<file path="src/rtl/synth_pkg.sv">
// Shared types and constants for the synthesizer voice path.
package synth_pkg;

    typedef enum logic [2:0] {
        IDLE,
        ATTACK,
        DECAY,
        SUSTAIN,
        RELEASE
    } adsr_state_t;

    localparam logic [7:0] WAVE_MID = 8'd128;
    localparam logic [7:0] ENV_MAX  = 8'd255;

endpackage

</file>
<file path="src/rtl/tick_prescaler.sv">
// Free-running divider: one-clock tick every PRESCALE clocks.
module tick_prescaler #(
    parameter int PRESCALE = 1000
) (
    input  logic clk,
    input  logic reset,
    output logic tick
);

    localparam int CW = $clog2(PRESCALE);

    logic [CW-1:0] cnt_q;
    logic [CW-1:0] cnt_d;

    always_comb begin
        tick  = (cnt_q == CW'(PRESCALE - 1));
        cnt_d = tick ? '0 : cnt_q + CW'(1);
    end

    always_ff @(posedge clk or negedge reset) begin
        if (!reset) cnt_q <= '0;
        else        cnt_q <= cnt_d;
    end

endmodule

</file>
<file path="src/rtl/adsr_envelope.sv">
// ADSR envelope generator scaling an oscillator sample about midscale.
module adsr_envelope
    import synth_pkg::*;
#(
    parameter int PRESCALE = 1000
) (
    input  logic       clk,
    input  logic       reset,
    input  logic [7:0] wave_in,
    input  logic       gate,
    input  logic [7:0] attack_step,
    input  logic [7:0] decay_step,
    input  logic [7:0] sustain_level,
    input  logic [7:0] release_step,
    output logic [7:0] wave_out,
    output logic [7:0] env_level,
    output logic       active
);

    adsr_state_t state_q, state_d;
    logic [7:0]  env_q, env_d;
    logic [7:0]  wave_q, wave_d;
    logic        active_q, active_d;
    logic        gate_q, gate_d;
    logic        tick, rise, fall;
    logic [8:0]  att_sum, dec_thr;

    logic signed [8:0]  s;
    logic signed [8:0]  e;
    logic signed [17:0] p;

    tick_prescaler #(.PRESCALE(PRESCALE)) u_tick (
        .clk   (clk),
        .reset (reset),
        .tick  (tick)
    );

    always_comb begin
        gate_d  = gate;
        rise    = gate & ~gate_q;
        fall    = ~gate & gate_q;
        state_d = state_q;
        env_d   = env_q;
        att_sum = {1'b0, env_q} + {1'b0, attack_step};
        dec_thr = {1'b0, sustain_level} + {1'b0, decay_step};
        // Gate edges win over a coincident tick: no env step that cycle.
        unique case (state_q)
            IDLE: begin
                env_d = '0;
                if (rise) state_d = ATTACK;
            end
            ATTACK: begin
                if (fall) begin
                    state_d = RELEASE;
                end else if (tick) begin
                    if (att_sum >= 9'd255 || attack_step == '0) begin
                        env_d   = ENV_MAX;
                        state_d = DECAY;
                    end else begin
                        env_d = att_sum[7:0];
                    end
                end
            end
            DECAY: begin
                if (fall) begin
                    state_d = RELEASE;
                end else if (tick) begin
                    if ({1'b0, env_q} <= dec_thr || decay_step == '0 ||
                        sustain_level >= env_q) begin
                        env_d   = sustain_level;
                        state_d = SUSTAIN;
                    end else begin
                        env_d = env_q - decay_step;
                    end
                end
            end
            SUSTAIN: begin
                if (fall) state_d = RELEASE;
                else      env_d   = sustain_level;
            end
            RELEASE: begin
                if (rise) begin
                    state_d = ATTACK;
                end else if (tick) begin
                    if (env_q <= release_step || release_step == '0) begin
                        env_d   = '0;
                        state_d = IDLE;
                    end else begin
                        env_d = env_q - release_step;
                    end
                end
            end
            default: begin
                env_d   = '0;
                state_d = IDLE;
            end
        endcase
        active_d = (state_d != IDLE);
    end

    // Signed sample times envelope, floor-shifted back to 8 bits.
    always_comb begin
        s      = $signed({1'b0, wave_in} - 9'd128);
        e      = $signed({1'b0, env_q});
        p      = s * e;
        wave_d = 8'(p >>> 8) + WAVE_MID;
    end

    always_ff @(posedge clk or negedge reset) begin
        if (!reset) begin
            state_q  <= IDLE;
            env_q    <= '0;
            wave_q   <= WAVE_MID;
            active_q <= 1'b0;
            gate_q   <= 1'b0;
        end else begin
            state_q  <= state_d;
            env_q    <= env_d;
            wave_q   <= wave_d;
            active_q <= active_d;
            gate_q   <= gate_d;
        end
    end

    assign wave_out  = wave_q;
    assign env_level = env_q;
    assign active    = active_q;

endmodule

</file>
<file path="config.mk">
export PLATFORM = sky130hd
export DESIGN_NAME = adsr_envelope
export DESIGN_NICKNAME = d
export VERILOG_FILES = /design/src/rtl/synth_pkg.sv /design/src/rtl/tick_prescaler.sv /design/src/rtl/adsr_envelope.sv
export SDC_FILE = /design/constraint.sdc
export NUM_CORES = 1
export LEC_CHECK = 0
export ABC_AREA = 1
export BUFFER_PORTS_ARGS = -buffer_cell sky130_fd_sc_hd__buf_2
export CAP_MARGIN = 15
export CORE_UTILIZATION = 58
export CTS_CLUSTER_DIAMETER = 200
export DETAILED_ROUTE_END_ITERATION = 7
export PLACE_DENSITY = 0.81
export SLEW_MARGIN = 25
export SYNTH_ARGS = -nofsm -noshare
export SYNTH_HDL_FRONTEND = slang
export SYNTH_HIERARCHICAL = 1
export SYNTH_SLANG_ARGS = --single-unit
export TNS_END_PERCENT = 20
</file>
<file path="constraint.sdc">
create_clock -name clk -period 11.1 [get_ports clk]
set_clock_uncertainty 0.2 [all_clocks]
set_input_delay 1.665 -clock clk [delete_from_list [all_inputs] [get_ports clk]]
set_output_delay 1.665 -clock clk [all_outputs]
set_load 0.005 [all_outputs]
</file>
==> flow_metrics.tcl <==
set metrics [dict create \
    outcome "finished, final reports clean" \
    design.core.area_um2 9910 \
    worstPathCellList "buf_2 -> nor2_1 -> inv_1 -> fa_1 -> fa_1 -> fa_1 -> fa_1 -> inv_1 -> ha_1 -> a21oi_1 -> o21ai_0 -> a21oi_2 -> inv_1 -> a31oi_1 -> o21bai_1 -> xor2_1" \
    cts_tree "done" \
    ctsResizeCount 0 \
    cts_made_buffers 5 \
    drt_first_pass_iters 4 \
    final_antenna_net_count 0 \
    period_share_pct 50.7 \
    nNetsFinal 1092 \
    grt.overflow.total 0 \
    syn_nets 1041 \
    synth_top_area_share_pct 18.3 \
    worstSetupStartpointType "primary input" \
    dp_hpwl_mm 10.7 \
    yosysUniqueCellTypes 38 \
    report.final.hold_viol_count 0 \
    rsz0062_at_grt "false" \
    cts_buffer_depth 2 \
    rr_startpoint "env_level[1]" \
    insertedDiodeCount 0 \
    initial_core_util_pct 60.7 \
    setup_viol 0 \
    critPathMostFrequentCell "fa_1" \
    grt_first_pass_wirelength_mm 24.1 \
    place_congestion 0.917 \
    dpl_cell_area_um2 6420 \
    antenna_found_initial 0 \
    hp-class "flop to flop" \
    die_y_um 104 \
    postCtsHoldBufs 0 \
    tns_ps 0 \
    path_class "primary input to flop" \
    met3_usage_pct 3.51 \
    synth_edf_count 0 \
    worst_path_largest_cell_delay_ps 550 \
    die_x_um 104 \
    cts_root_buf "clkbuf_8" \
    crit_start "wave_in[7]" \
    ys_ff_latch 31 \
    ff_latch_area_um2 777 \
    io_buffer_count 59 \
    crit_path_top_delay_cell "fa_1" \
    cellPowerDensity_nw_per_um2 147 \
    period_needed_ps 5630 \
    crit_arrival_ps 5600 \
    fin_area_um2 6540 \
    cap_violations 0 \
    drt-vias-per-instance 5.05 \
    die_area_um2 10800 \
    async_flop_share_pct 100 \
    syn-cell-area_um2 6020 \
    p_leak_nw 3.97 \
    via_count 5322 \
    multiInputGateArea_um2 4390 \
    synth_area_leaders "fa_1, ha_1, nand2_1" \
    grt_pass1_vias 5545 \
    fillers 923 \
    vdd_drop_max_v 0.000119 \
    crit_fanout 8 \
    synthCells 868 \
    relSlewSlack_pct 51.9 \
    top_usage_layer "met2" \
    track_usage_pct 27.0 \
    pin_count 60 \
    postLayoutCoreUtil_pct 66.0 \
    drc 0 \
    worst_pin_slew_ps 722 \
    avgRoutedWirePerCell_um 12.5 \
    numClockSinks 31 \
    synth_top_area_cell "fa_1" \
    end_kind "flop" \
    clk-insertion-delay-late_ps 290 \
    use_met1_pct 35.0 \
    final_common_cell "nand2_1" \
    hold_start "u_tick/cnt_q[0]" \
    ys_seq_area_share_pct 12.9 \
    synth_ff_type "dfrtp_1" \
    synth_warnings 6 \
    drive_gt1_share_pct 12.0 \
    syn_to_final_growth_pct 8.63 \
    htree_num_levels 2 \
    clkSlewWorstSetupHoldPaths_ps 70 \
    drtIter0Drc 311 \
    grt_max_degree 32 \
    fmax_mhz 178 \
    drt_wl_total_mm 13.2 \
    maxSlewViolCount 0 \
    gr-usage-met2_pct 47.4 \
    syn_avg_cell_area_um2 6.93 \
    row_count 36 \
    cts_setup_buffers 0 \
    final_cell_mix "nand2_1, inv_1, ha_1" \
    critical_path_required_ps 11070 \
]
[registers in the layout, indices dropped and copies added (netlist names)]
register and count:
active 1, gate_q 1, u_tick/cnt_q 10, env_level 8, wave_out 8, state_q 3
[final cells by class]
cell class	count	share of cell area [%]
inverter	212	12.2
sequential	31	11.9
clock buffer	6	1.26
timing repair buffer	59	4.52
clock inverter	2	0.536
multi-input combinational	610	67.1
tap	133	2.54
[routing by layer]
metal / wire length (um) / share of wire (%)
met5: 0 / 0
met4: 193 / 1.5
met3: 624 / 4.7
met2: 6380 / 48
met1: 6000 / 45
[cell usage after synthesis (2+ instances only)]
cell / number
nor3_1: 3
o21bai_1: 3
o31ai_1: 2
dfrtp_1: 30
o22ai_1: 6
nor2_1: 61
fa_1: 55
nand4_1: 13
xor2_1: 19
nand3_2: 2
ha_1: 75
nand3b_1: 2
or2_2: 2
xnor2_1: 15
a21oi_1: 30
nand3_1: 57
inv_2: 9
nand2_1: 218
buf_2: 3
inv_1: 203
a21oi_2: 4
a31oi_1: 3
nor4_1: 2
o21ai_0: 7
nor2_2: 6
nand2_2: 11
clkbuf_1: 12
a21o_1: 5
[logic make-up (layout without fill, tap and decap cells)]
| family | Yosys count | count (layout) | synth area share, % |
|---|---|---|---|
| AO/OA/AOI/OAI | 65 | 65 | 6.73 |
| XOR/XNOR | 34 | 34 | 4.95 |
| adder cells (fa/ha/maj) | 130 | 130 | 33.9 |
| buffers and inverters | 227 | 279 | 14.2 |
| flip-flops | 31 | 31 | 12.9 |
| AND/OR/NAND/NOR | 381 | 381 | 27.3 |
[critical path, delay by kind of cell]
| kind | cells | cell delay, ps |
|---|---|---|
| AND/OR/NAND/NOR | 1 | 290 |
| AO/OA/AOI/OAI | 5 | 850 |
| adder cells (fa/ha/maj) | 5 | 2270 |
| XOR/XNOR | 1 | 140 |
| buffers and inverters | 4 | 360 |
[path summary, 6_finish.rpt]
path                                        end  slack, ps  cells past startpoint
worst min-delay path            u_tick/cnt_q[0]        340                      3
worst max register to register      wave_out[5]       5930                     14
worst min register to register  u_tick/cnt_q[0]        340                      3
worst max-delay path                wave_out[5]       5470                     16
min in group asynchronous                active       1220                      1
max in group asynchronous           wave_out[2]       9020                      1
[metrics by stage]
stage                     worst slack (ps)  instances  hold slack (ps)  power [mW]
after CTS                             5490       1053              339       0.972
after detailed placement              5240       1045              326       0.849
after global routing                  5260       1053              382        1.09
final                                 5470       1053              336       0.964
after global placement                5320       1045              328       0.832
after floorplan                       5470        868              301       0.694
[where the power goes]
group          internal [mW]  total [mW]  switching (mW)
Clock                 0.0726       0.119          0.0465
Sequential             0.138       0.179          0.0413
Combinational          0.269       0.666           0.396
Total                  0.480       0.964           0.484
Power figures use the tool's default switching activity.
